File: config.mk
export PLATFORM = sky130hd
export DESIGN_NAME = id_ex_stage
export DESIGN_NICKNAME = d
export VERILOG_FILES = /design/src/rtl/id_ex_stage.sv
export SDC_FILE = /design/constraint.sdc
export NUM_CORES = 1
export LEC_CHECK = 0
export BUFFER_PORTS_ARGS = -buffer_cell sky130_fd_sc_hd__buf_2
export CORE_ASPECT_RATIO = 0.8
export CORE_MARGIN = 8
export CORE_UTILIZATION = 49
export DETAILED_ROUTE_END_ITERATION = 7
export GPL_TIMING_DRIVEN = 0
export PLACE_DENSITY = 0.79
export RECOVER_POWER = 25
export SLEW_MARGIN = 20
export SYNTH_ARGS = -nofsm -noshare
export SYNTH_HDL_FRONTEND = slang
export SYNTH_SLANG_ARGS = --single-unit
File: constraint.sdc
create_clock -name clk -period 6.8 [get_ports clk]
set_input_delay 0.68 -clock clk [delete_from_list [all_inputs] [get_ports clk]]
set_output_delay 0.68 -clock clk [all_outputs]
set_load 0.005 [all_outputs]
File: src/rtl/id_ex_stage.sv
// ---------------------------------------------------------------------------
// id_ex_stage
//
// Purpose:
//    ID/EX pipeline register for a classic five-stage pipeline.
//    - Forwards a same-cycle write-back value into the register-file read
//      operands, because the register file is read before it is written.
//    - Detects a load in EX whose destination is a source of the instruction
//      in ID. On that load-use hazard it inserts one bubble and asks the PC
//      and IF/ID register to hold.
//    - Counts the inserted bubbles in a saturating 16-bit counter.
//
// Ports:
//    clk, rst                  rising-edge clock, asynchronous active-high reset
//    id_valid                  ID holds a real instruction
//    id_pc4, id_imm            PC+4 and sign-extended immediate from ID
//    id_rs, id_rt, id_rd       register numbers from ID
//    id_ctrl                   decoded control bundle (CTRL_W bits)
//    id_data1, id_data2        register-file read data for rs / rt
//    wb_we, wb_reg, wb_data    write-back port (same as register-file write)
//    flush                     taken branch/jump, discard the ID instruction
//    hold                      downstream busy, freeze the EX register
//    ex_*                      registered EX-stage copies of the id_* fields
//    stall_out                 combinational hold request to PC and IF/ID
//    bubble_cnt                saturating count of load-use bubbles
// ---------------------------------------------------------------------------
module id_ex_stage #(
   parameter int CTRL_W      = 12,
   parameter int MEMREAD_BIT = 3
) (
   input  logic              clk,
   input  logic              rst,
   input  logic              id_valid,
   input  logic [31:0]       id_pc4,
   input  logic [31:0]       id_imm,
   input  logic [4:0]        id_rs,
   input  logic [4:0]        id_rt,
   input  logic [4:0]        id_rd,
   input  logic [CTRL_W-1:0] id_ctrl,
   input  logic [31:0]       id_data1,
   input  logic [31:0]       id_data2,
   input  logic              wb_we,
   input  logic [4:0]        wb_reg,
   input  logic [31:0]       wb_data,
   input  logic              flush,
   input  logic              hold,
   output logic              ex_valid,
   output logic [31:0]       ex_pc4,
   output logic [31:0]       ex_imm,
   output logic [4:0]        ex_rs,
   output logic [4:0]        ex_rt,
   output logic [4:0]        ex_rd,
   output logic [CTRL_W-1:0] ex_ctrl,
   output logic [31:0]       ex_data1,
   output logic [31:0]       ex_data2,
   output logic              stall_out,
   output logic [15:0]       bubble_cnt
);

   logic              r_exValid;
   logic [31:0]       r_exPc4;
   logic [31:0]       r_exImm;
   logic [4:0]        r_exRs;
   logic [4:0]        r_exRt;
   logic [4:0]        r_exRd;
   logic [CTRL_W-1:0] r_exCtrl;
   logic [31:0]       r_exData1;
   logic [31:0]       r_exData2;
   logic [15:0]       r_bubbleCnt;

   logic              w_bypass1;
   logic              w_bypass2;
   logic [31:0]       w_op1;
   logic [31:0]       w_op2;
   logic              w_hz;
   logic              w_doBubble;
   logic [15:0]       w_bubbleNext;

   // Write-back bypass. Register 0 is hard-wired to zero, so a write-back
   // aimed at it must never replace the register-file value.
   assign w_bypass1 = wb_we && (wb_reg != 5'd0) && (wb_reg == id_rs);
   assign w_bypass2 = wb_we && (wb_reg != 5'd0) && (wb_reg == id_rt);
   assign w_op1     = w_bypass1 ? wb_data : id_data1;
   assign w_op2     = w_bypass2 ? wb_data : id_data2;

   // Load-use hazard: the load result is not available until after MEM, so
   // the dependent instruction in ID has to wait one cycle. An empty ID slot
   // or an empty EX slot can never create a hazard.
   assign w_hz = id_valid && r_exValid && r_exCtrl[MEMREAD_BIT] &&
                 (r_exRt != 5'd0) &&
                 ((r_exRt == id_rs) || (r_exRt == id_rt));

   // A flush discards the ID instruction, so there is nothing left to stall.
   assign stall_out = !flush && (hold || w_hz);

   // A bubble is only really inserted when neither flush nor hold wins.
   assign w_doBubble   = !flush && !hold && w_hz;
   assign w_bubbleNext = (w_doBubble && (r_bubbleCnt != 16'hFFFF)) ?
                         (r_bubbleCnt + 16'd1) : r_bubbleCnt;

   // Bubble counter. It is rewritten with its next value on every edge, so
   // the count is always whatever the previous cycle decided, never stale.
   always_ff @(posedge clk or posedge rst) begin
      if (rst) begin
         r_bubbleCnt <= 16'd0;
      end else begin
         r_bubbleCnt <= w_bubbleNext;
      end
   end

   // EX register update. Priority is flush, then hold, then bubble, then a
   // normal load. A bubble only kills valid/ctrl and leaves the data fields
   // as they were, since nothing downstream looks at them when invalid.
   always_ff @(posedge clk or posedge rst) begin
      if (rst) begin
         r_exValid <= 1'b0;
         r_exPc4   <= 32'd0;
         r_exImm   <= 32'd0;
         r_exRs    <= 5'd0;
         r_exRt    <= 5'd0;
         r_exRd    <= 5'd0;
         r_exCtrl  <= '0;
         r_exData1 <= 32'd0;
         r_exData2 <= 32'd0;
      end else if (flush) begin
         r_exValid <= 1'b0;
         r_exPc4   <= 32'd0;
         r_exImm   <= 32'd0;
         r_exRs    <= 5'd0;
         r_exRt    <= 5'd0;
         r_exRd    <= 5'd0;
         r_exCtrl  <= '0;
         r_exData1 <= 32'd0;
         r_exData2 <= 32'd0;
      end else if (hold) begin
         r_exValid <= r_exValid;
      end else if (w_hz) begin
         r_exValid <= 1'b0;
         r_exCtrl  <= '0;
      end else begin
         r_exValid <= id_valid;
         r_exPc4   <= id_pc4;
         r_exImm   <= id_imm;
         r_exRs    <= id_rs;
         r_exRt    <= id_rt;
         r_exRd    <= id_rd;
         r_exCtrl  <= id_valid ? id_ctrl : '0;
         r_exData1 <= w_op1;
         r_exData2 <= w_op2;
      end
   end

   assign ex_valid   = r_exValid;
   assign ex_pc4     = r_exPc4;
   assign ex_imm     = r_exImm;
   assign ex_rs      = r_exRs;
   assign ex_rt      = r_exRt;
   assign ex_rd      = r_exRd;
   assign ex_ctrl    = r_exCtrl;
   assign ex_data1   = r_exData1;
   assign ex_data2   = r_exData2;
   assign bubble_cnt = r_bubbleCnt;

endmodule
==> results.yml, run 1 <==
final_layout:
  post-route-util_pct: 65.6
  nFillCells: 1561
  areaGrowthSynthToFinish_pct: 30.6
  stdcell_area_um2: 12000
  layout.nets: 1539
  multi_input_area_um2: 4450
  final_cells: 1618
  drive_gt1_share_pct: 39.0
  ff_latch_area_um2: 4300
sta:
  relSlewSlack_pct: -147
  skew_ps: 10.3
  slew_viol_final: 80
  holdWs_ps: 481
  fmax_mhz: 317
  period_share_pct: 46.4
  finalHoldViolations: 0
  rsz0062_at_grt: "false"
  setup_violations: 0
  period_minus_slack_ps: 3160
  tightest_slew_ps: 3680
die:
  die_area_um2: 23400
  core_um2: 18300
  die_w_um: 169
  io_pins: 371
  initial_core_util_pct: 50.2
  die_height_um: 138
  std_cell_rows: 44
routing:
  drt-met1-wl_um: 13300
  vias_per_cell: 5.39
  highest_layer: "met5"
  first_pass_iters: 5
  route.vias.total: 8729
  wl_met2_um: 15600
  drc: 0
  route.met3.wl_um: 2930
  antenna_left: 0
  post_drt_wl_per_cell_um: 20.1
  wirelength_um: 32500
  initialDrtViolationCount: 834
worst_hold_path:
  hold_class: "reg2reg"
  hp-start: "bubble_cnt[7]$_DFFE_PP0P_"
global_route:
  grt_use_total_pct: 27.2
  grt_pass1_wl_um: 50200
  grt_pass1_vias: 8888
  gr-total-overflow: 0
  grt_max_degree: 94
  antenna_found_initial: 14
clock_network:
  postCtsSetupRepairBufs: 0
  tritoncts: "built"
  insertion_delay_ps: 420
  clockBufferDepth: 2
  ctsHoldBuffers: 0
  cts_resized: 0
  cts_root_buf: "clkbuf_16"
  h-tree-depth: 4
  clock-sinks: 172
  cts_buffers: 17
  clk_pin_slew_ps: 70
critical_path:
  crit_path_end_kind: "output port"
  worstPathRequired_ps: 6120
  startpoint: "ex_rt[0]$_DFFE_PP0P_"
  critPathSlowestCell: "a21oi_1"
  start_kind: "register"
  cp_max_fo: 10
  path_delay_family: "compound AO/OA/AOI/OAI gates"
  arrival_ps: 2480
  path_class: "reg2out"
  cpPeakStageDelay_ps: 600
  timing.critical_path.mode_cell: "buf_2"
  crit_chain: "nor3_1 -> a21oi_1 -> a21oi_1 -> buf_2 -> buf_2 -> nor2_1 -> buf_2"
  reg2reg_from: "ex_rt[0]$_DFFE_PP0P_"
  critPathBufInv: 3
yosys:
  synthesis.area_per_instance_um2: 9.64
  netlist_instances: 952
  seq_area_frac_synth_pct: 46.9
  synth_cell_type_count: 36
  yosys_warnings: 0
  syn_area_um2: 9180
  ys_ff_latch: 172
  syn_nets: 1151
power_and_ir_drop:
  powerDensity_nw_per_um2: 211
  power.leakage_nw: 6.13
  power_mw: 2.53
  peakVddDrop_mv: 0.132
job:
  drv_cap: 1
placed_design:
  dp_hpwl_um: 24900
  dp_cells: 1574
  place_area_um2: 11400
  gp_congestion: 0.887
  io_buffers: 368
outcome:
  status: "finished, violations left"
  violations: "max-capacitance violations, max-slew violations"
==> path summary, 6_finish.rpt <==
| kind | end | slack [ps] | cells past startpoint |
|---|---|---|---|
| setup / recovery | stall_out | 3640 | 7 |
| hold / removal | bubble_cnt[7]$_DFFE_PP0P_ | 480 | 1 |
| setup reg to reg | ex_data1[2]$_DFFE_PP0P_ | 4280 | 6 |
| hold reg to reg | bubble_cnt[7]$_DFFE_PP0P_ | 480 | 1 |
| max in group asynchronous | ex_data2[14]$_DFFE_PP0P_ | 3790 | 2 |
| min in group asynchronous | ex_pc4[17]$_DFFE_PP0P_ | 1340 | 2 |
==> layer usage <==
layer / up-vias / GRT usage, %
met1: 4278 / 34.5
li1: 4039 / -
met3: 45 / 8.34
met2: 365 / 43.1
met4: 2 / 9.58
met5: - / 0
==> registers in the layout, summed over array words and instances (netlist names) <==
register / count
ex_rd: 5
ex_valid: 1
ex_rs: 5
ex_imm: 32
ex_rt: 5
ex_pc4: 32
ex_ctrl: 12
ex_data1: 32
bubble_cnt: 16
ex_data2: 32
==> worst register-to-register path: cells and delay by family (launching register included) <==
| kind | cells | cell delay, ps |
|---|---|---|
| buffers and inverters | 2 | 520 |
| and+or+nand+nor | 1 | 100 |
| muxes | 1 | 380 |
| AOI/OAI and AO/OA | 2 | 950 |
| DFF | 1 | 470 |
==> layout by cell type, fill, tap and decap left out, drive strengths merged <==
master,count
nor4,1
xnor2,35
and3,8
nand3,90
nor3,1
clkbuf,63
clkinvlp,4
mux2i,79
ha,1
o211ai,2
o211a,3
o21ai,76
nor2,7
clkdlybuf4s18,1
buf,404
or4,1
o22ai,1
bufinv,2
dfrtp,172
a32o,1
inv,7
and4,4
nand2,177
diode,13
clkinv,2
and2,2
and3b,1
nand4,10
a21oi,66
a21o,1
nor2b,65
mux2,65
==> where the power goes <==
group          total [mW]  switching, mW  internal [mW]
Combinational       0.423          0.238          0.185
Sequential           1.11         0.0311           1.08
Clock               0.997          0.438          0.559
==> kinds of logic after synthesis <==
logic type	Yosys count	synth area share, %
AND/OR/NAND/NOR	367	19.6
multiplexers	144	16.6
flip-flops	172	46.9
buffers and inverters	83	4.59
adder cells (fa/ha/maj)	1	0.136
AO/OA/AOI/OAI	150	8.83
XOR/XNOR	35	3.34
==> metrics by stage <==
stage / setup TNS [ps] / setup slack [ps]
after floorplan: 0 / 1460
after global placement: -97590 / -582
after detailed placement: 0 / 3770
after CTS: 0 / 3660
after global routing: 0 / 3190
final: 0 / 3640
==> Yosys cell counts (all sizes together) <==
| cell type | count | area, µm² |
|---|---|---|
| nand2 | 177 | 664 |
| dfrtp | 172 | 4300 |
| nand3 | 90 | 510 |
| mux2i | 79 | 791 |
| o21ai | 76 | 380 |
| a21oi | 66 | 330 |
| mux2 | 65 | 732 |
| nor2b | 65 | 407 |
| clkbuf | 45 | 184 |
| buf | 35 | 220 |
| xnor2 | 35 | 307 |
| nand4 | 10 | 62.6 |
| and3 | 8 | 50.1 |
| nor2 | 7 | 26.3 |
| and4 | 4 | 35.0 |
| o211a | 3 | 45.0 |
| and2 | 2 | 12.5 |
| inv | 2 | 7.50 |
| o211ai | 2 | 25.0 |
| a21o | 1 | 7.51 |
| a32o | 1 | 10.0 |
| and3b | 1 | 8.76 |
| clkdlybuf4s18 | 1 | 10.0 |
| ha | 1 | 12.5 |
| nor3 | 1 | 5.00 |
| nor4 | 1 | 6.26 |
| o22ai | 1 | 12.5 |
| or4 | 1 | 11.3 |
==> layout make-up <==
| cell class | count | share of cell area, % |
|---|---|---|
| multi-input cells | 697 | 37.1 |
| clock buffers | 18 | 3.66 |
| well taps | 253 | 2.64 |
| plain buffers | 81 | 3.45 |
| inverters | 2 | 0.0730 |
| repair buffers | 369 | 15.6 |
| clock inverters | 13 | 1.28 |
| flip-flops and latches | 172 | 35.9 |
| diodes | 13 | 0.271 |
(Power assumes the default switching activity.)
==> run 2: changes to the inputs <==
--- a/config.mk
+++ b/config.mk
@@ -5,10 +5,11 @@
 export SDC_FILE = /design/constraint.sdc
 export NUM_CORES = 1
 export LEC_CHECK = 0
+export ABC_AREA = 1
 export BUFFER_PORTS_ARGS = -buffer_cell sky130_fd_sc_hd__buf_2
 export CORE_ASPECT_RATIO = 0.8
 export CORE_MARGIN = 8
-export CORE_UTILIZATION = 49
+export CORE_UTILIZATION = 48
 export DETAILED_ROUTE_END_ITERATION = 7
 export GPL_TIMING_DRIVEN = 0
 export PLACE_DENSITY = 0.79
==> constraint.sdc (replaced) <==
create_clock -name clk -period 2.95 [get_ports clk]
set_input_delay 0.295 -clock clk [delete_from_list [all_inputs] [get_ports clk]]
set_output_delay 0.295 -clock clk [all_outputs]
set_load 0.005 [all_outputs]
==> run 2 against run 1 <==
Effect of this change:
- the run now ends clean
- synthesized cell count grew 16%
- combinational power grew 83%
- final area shrank 6.1%
- via count grew 3.2%
==> results.yml, run 2 <==
die:
  die_w_um: 163
  initial_core_util_pct: 48.6
  die_area_um2: 21900
  std_cell_rows: 43
  core_um2: 17200
  die_height_um: 134
  io_pins: 371
final_layout:
  drive_gt1_share_pct: 29.6
  nFillCells: 1543
  stdcell_area_um2: 11300
  final_cell_mix: "nand2_1, buf_2, nand3_1"
  layout.nets: 1698
  areaGrowthSynthToFinish_pct: 34.8
  final_common_cell: "nand2_1"
sta:
  slew_viol_final: 0
  relSlewSlack_pct: 2.45
  finalHoldViolations: 0
  setup_tns_ps: 0
  skew_ps: 13.2
  period_share_pct: 83.7
  setup_violations: 0
  rsz0062_at_grt: "false"
  fmax_mhz: 405
  setup_ws_ps: 481
  tightest_slew_ps: 1460
  period_minus_slack_ps: 2470
clock_network:
  h-tree-depth: 4
  postCtsSetupRepairBufs: 0
  insertion_delay_ps: 430
  clk_pin_slew_ps: 70
  cts_root_buf: "clkbuf_16"
  tritoncts: "built"
  ctsHoldBuffers: 1
  cts_resized: 0
  cts_buffers: 17
  clock-sinks: 172
  clockBufferDepth: 2
routing:
  drt-met1-wl_um: 12600
  drc: 0
  antenna_left: 0
  route.met3.wl_um: 2640
  vias_per_cell: 5.17
  post_drt_wl_per_cell_um: 17.5
  initialDrtViolationCount: 795
  highest_layer: "met5"
  route.vias.total: 9006
  wirelength_um: 30500
  first_pass_iters: 6
  wl_met2_um: 14300
critical_path:
  crit_path_end_kind: "output port"
  worstPathRequired_ps: 2650
  cpPeakStageDelay_ps: 450
  critPathSlowestCell: "dfrtp_1"
  path_delay_family: "simple AND/OR/NAND/NOR gates"
  timing.critical_path.mode_cell: "nor2_1"
  critPathBufInv: 2
  arrival_ps: 2170
  path_class: "reg2out"
  start_kind: "register"
  reg2reg_from: "ex_rt[0]$_DFFE_PP0P_"
  cp_max_fo: 10
  crit_chain: "nor2_1 -> nor2_1 -> nor2_1 -> nand3_1 -> nand2_1 -> nand3_1 -> nand2_2 -> buf_2 -> buf_2"
  startpoint: "ex_rt[0]$_DFFE_PP0P_"
yosys:
  synthesis.area_per_instance_um2: 7.57
  netlist_instances: 1103
  ys_ff_latch: 172
  yosys-top-cells-area: "dfrtp_1, nand2_1, nand3_1, inv_1, buf_2"
  yosys_warnings: 0
  synth_edf_count: 0
  seq_area_frac_synth_pct: 51.6
  syn_area_um2: 8350
  yosysMostFrequentCell: "nand2_1"
  syn_nets: 1302
  synth-main-ff-cell: "dfrtp_1"
  async_flop_share_pct: 100
  synth_cell_type_count: 20
  yosysTopAreaCell: "dfrtp_1"
  synth.top_cell.area_share_pct: 51.6
  ys_top_cells_by_count: "nand2_1, nand3_1, dfrtp_1"
placed_design:
  place_area_um2: 10600
  dp_slack_ps: 767
  io_buffers: 370
  dp_hpwl_um: 23900
  gp_congestion: 0.933
global_route:
  grt_pass1_wl_um: 46700
  grt_max_degree: 31
  gr-total-overflow: 0
  antenna_found_initial: 7
  grt_pass1_vias: 8524
  grt_use_total_pct: 27.1
power_and_ir_drop:
  p_sw_mw: 1.53
  power_mw: 5.76
  clkPwrFrac_pct: 42.4
  combPwrFrac_pct: 13.4
  p_int_mw: 4.24
  p_seq_share_pct: 44.2
  power.leakage_nw: 6.82
  swShare_pct: 26.5
  powerDensity_nw_per_um2: 512
  peakVddDrop_mv: 0.377
worst_hold_path:
  hp-start: "id_pc4[19]"
  hold_class: "in2reg"
job:
  drv_cap: 0
outcome:
  status: "finished clean"
[run 2: logic make-up after synthesis]
kind of cell | share of synthesized area [%]
flops | 51.6
buf+inv | 6.43
compound gates | 1.12
fa+ha+maj | 0.150
simple gates | 38.3
xor+xnor | 2.41
[run 2: worst register-to-register path: stages (launching register included)]
cell,delay [ps]
dfrtp_1,450
nand2_1,90
clkinv_1,50
nor2_1,110
nor2_1,70
nand3_1,60
nand2_1,110
a21oi_2,420
clkbuf_1,470
nand3_1,180
nand2_1,90
[run 2: worst paths after layout]
kind | to | slack, ps | depth (start not counted)
max | stall_out | 480 | 9
min | ex_pc4[19]$_DFFE_PP0P_ | 90 | 3
max reg2reg | ex_data1[26]$_DFFE_PP0P_ | 780 | 10
min reg2reg | ex_pc4[13]$_DFFE_PP0P_ | 470 | 2
max in group asynchronous | bubble_cnt[14]$_DFFE_PP0P_ | 600 | 5
min in group asynchronous | ex_imm[29]$_DFFE_PP0P_ | 470 | 3
[run 2: through the flow]
stage | util (%) | cells | hold WS, ps
floorplan | - | 1103 | 436
global placement | 61.1 | 1698 | 448
detailed placement | 61.8 | 1704 | 290
CTS | 65.6 | 1737 | 77.4
global route | 65.6 | 1742 | 87.4
finish | 65.6 | 1743 | 85.1
[run 2: area by class of cell]
| type | instances | area, µm² | share of cell area, % |
|---|---|---|---|
| inverters | 48 | 181 | 1.61 |
| plain buffers | 68 | 357 | 3.17 |
| well taps | 225 | 282 | 2.50 |
| diodes | 6 | 15.0 | 0.133 |
| clock buffers | 19 | 433 | 3.85 |
| repair buffers | 377 | 1970 | 17.5 |
| flip-flops and latches | 172 | 4300 | 38.2 |
| clock inverters | 13 | 201 | 1.79 |
| multi-input cells | 815 | 3510 | 31.2 |
[run 2: power groups by stage]
stage	logic (mW)	registers [mW]	clock network, mW
global placement	0.743	2.58	0
global route	0.863	2.56	2.57
finish	0.773	2.55	2.44
CTS	0.782	2.54	2.47
detailed placement	0.777	2.59	0
floorplan	0.335	2.60	0
[run 2: routing by layer]
metal  global-route usage, %  vias to the layer above
met2                    43.8                      413
met5                       0                        -
met3                    6.68                       59
met1                    34.9                     4245
met4                    9.78                        4
li1                        -                     4285
==> run 3: changes to the inputs <==
==> constraint.sdc (replaced) <==
create_clock -name clk -period 2.5 [get_ports clk]
set_input_delay 0.25 -clock clk [delete_from_list [all_inputs] [get_ports clk]]
set_output_delay 0.25 -clock clk [all_outputs]
set_load 0.005 [all_outputs]
==> run 3 against run 2 <==
Effect of this change:
- core utilization is 0.26 points lower
- power is 18% higher
- clock-buffer cell count stayed put
- routed wire length hardly changed
- combinational power is 17% higher
- cell count stayed put
- global-route usage stayed put
- sequential share of layout area is 0.16 points higher
- hold slack worse by 46 ps
- first-iteration DRC count is 2.3% lower
- worst setup slack worse by 330 ps
- critical path type unchanged
- largest cell class unchanged
==> results.yml, run 3 (same netlist as run 2, synthesis figures left out) <==
routing:
  drc: 0
  wirelength_um: 30500
  first_pass_iters: 8
  post_drt_wl_per_cell_um: 17.5
  vias_per_cell: 5.18
  route.vias.total: 9033
  antenna_left: 0
  initialDrtViolationCount: 777
clock_network:
  clockBufferDepth: 2
  cts_root_buf: "clkbuf_16"
  h-tree-depth: 4
  clk_pin_slew_ps: 70
  cts_buffers: 17
  postCtsSetupRepairBufs: 0
  insertion_delay_ps: 430
  tritoncts: "built"
  clock-sinks: 172
critical_path:
  critPathSlowestCell: "dfrtp_1"
  arrival_ps: 2100
  crit_chain: "inv_1 -> nand2_1 -> nand2_1 -> nor2_1 -> nand3_1 -> nand2_1 -> nand3_1 -> nand2_4 -> clkbuf_4 -> buf_2"
  path_class: "reg2out"
  startpoint: "ex_rt[2]$_DFFE_PP0P_"
  timing.critical_path.mode_cell: "nand2_1"
  cpPeakStageDelay_ps: 420
  reg2reg_from: "ex_rt[0]$_DFFE_PP0P_"
  crit_path_end_kind: "output port"
  cp_max_fo: 10
  worstPathRequired_ps: 2250
  start_kind: "register"
final_layout:
  ff_latch_area_um2: 4310
  drive_gt1_share_pct: 29.8
  areaGrowthSynthToFinish_pct: 34.3
  nFillCells: 1546
  layout.nets: 1698
  final_common_cell: "nand2_1"
  final_cell_mix: "nand2_1, buf_2, nand3_1"
  multi_input_area_um2: 3510
  post-route-util_pct: 65.3
sta:
  finalHoldViolations: 0
  period_minus_slack_ps: 2350
  fmax_mhz: 426
  tightest_slew_ps: 762
  setup_tns_ps: 0
  slew_viol_final: 0
  setup_violations: 0
  rsz0062_at_grt: "false"
  skew_ps: 14.2
  period_share_pct: 93.8
  relSlewSlack_pct: 49.2
  setup_ws_ps: 155
global_route:
  grt_use_total_pct: 27.1
  grt_pass1_wl_um: 46700
  antenna_found_initial: 7
  grt_max_degree: 31
  gr-total-overflow: 0
  met1_usage_pct: 34.9
  grt_pass1_vias: 8524
  use_met3_pct: 6.68
  grt_busiest_layer: "met2"
  grt.met2_usage_pct: 43.8
placed_design:
  dp_hpwl_um: 23900
  io_buffers: 370
  gp_congestion: 0.933
  dp_slack_ps: 362
die:
  std_cell_rows: 43
  die_height_um: 134
  die_area_um2: 21900
  io_pins: 371
  core_um2: 17200
  die_w_um: 163
  initial_core_util_pct: 48.6
job:
  drv_cap: 0
worst_hold_path:
  hp-start: "id_pc4[19]"
  hold_class: "in2reg"
power_and_ir_drop:
  powerDensity_nw_per_um2: 606
  power.leakage_nw: 6.79
  peakVddDrop_mv: 0.445
outcome:
  status: "finished clean"
run 3: changes by cell type in the layout (fill, tap and decap cells not counted):
cell | before | now
buf_12 | 3 | 2
buf_16 | 1 | 0
clkbuf_2 | 0 | 3
clkbuf_4 | 0 | 1
dfrtp_1 | 172 | 171
dfrtp_2 | 0 | 1
dlymetal6s2s_1 | 1 | 0
dlymetal6s4s_1 | 1 | 0
nand2_2 | 1 | 0
nand2_4 | 0 | 1
run 3: path summary, 6_finish.rpt:
check / to / slack, ps / cells after the start
max: stall_out / 150 / 10
min: ex_pc4[19]$_DFFE_PP0P_ / 40 / 3
max reg2reg: ex_data1[26]$_DFFE_PP0P_ / 360 / 10
min reg2reg: ex_pc4[13]$_DFFE_PP0P_ / 470 / 2
max in group asynchronous: ex_rd[2]$_DFFE_PP0P_ / 360 / 5
min in group asynchronous: ex_imm[29]$_DFFE_PP0P_ / 430 / 3
run 3: per-stage QoR:
stage | cell area [µm²] | hold WS, ps | std cells | total power, mW
CTS | 11300 | 32.4 | 1737 | 6.84
global placement | 10500 | 448 | 1698 | 3.93
detailed placement | 10600 | 245 | 1704 | 3.97
global route | 11200 | 42.4 | 1742 | 7.05
finish | 11200 | 38.7 | 1743 | 6.79
floorplan | 8350 | 391 | 1103 | 3.46
run 3: final cells by class:
class / instances / area share (%)
timing repair buffer: 377 / 17.1
buffer: 68 / 3.20
clock buffer: 19 / 3.86
antenna: 6 / 0.134
tap: 225 / 2.51
sequential: 172 / 38.4
inverter: 48 / 1.62
multi-input combinational: 815 / 31.3
clock inverter: 13 / 1.80
run 3: routing by layer:
layer	wire, µm	part of all wire [%]
met4	953	3.1
met1	12600	41
met2	14300	47
met5	23	0.075
met3	2590	8.5
run 3: repair_timing:
| item | CTS | global route |
|---|---|---|
| hold buffers | 1 | 0 |
| setup endpoints to repair | 0 | 1 |
| gates resized for setup | 0 | 3 |
| endpoints found under the hold margin | 12 | 0 |
run 3: report_power, final:
group | internal (mW) | switching [mW] | leakage, nW | total (mW)
registers | 2.92 | 0.0823 | 2.30 | 3.01
clock network | 1.70 | 1.18 | 0.303 | 2.88
logic | 0.367 | 0.537 | 4.18 | 0.905
total | 4.99 | 1.80 | 6.79 | 6.79
run 3: critical path, delay by kind of cell (launching register included):
family	cells	cell delay, ps
simple gates	7	770
buf+inv	3	490
flops	1	420
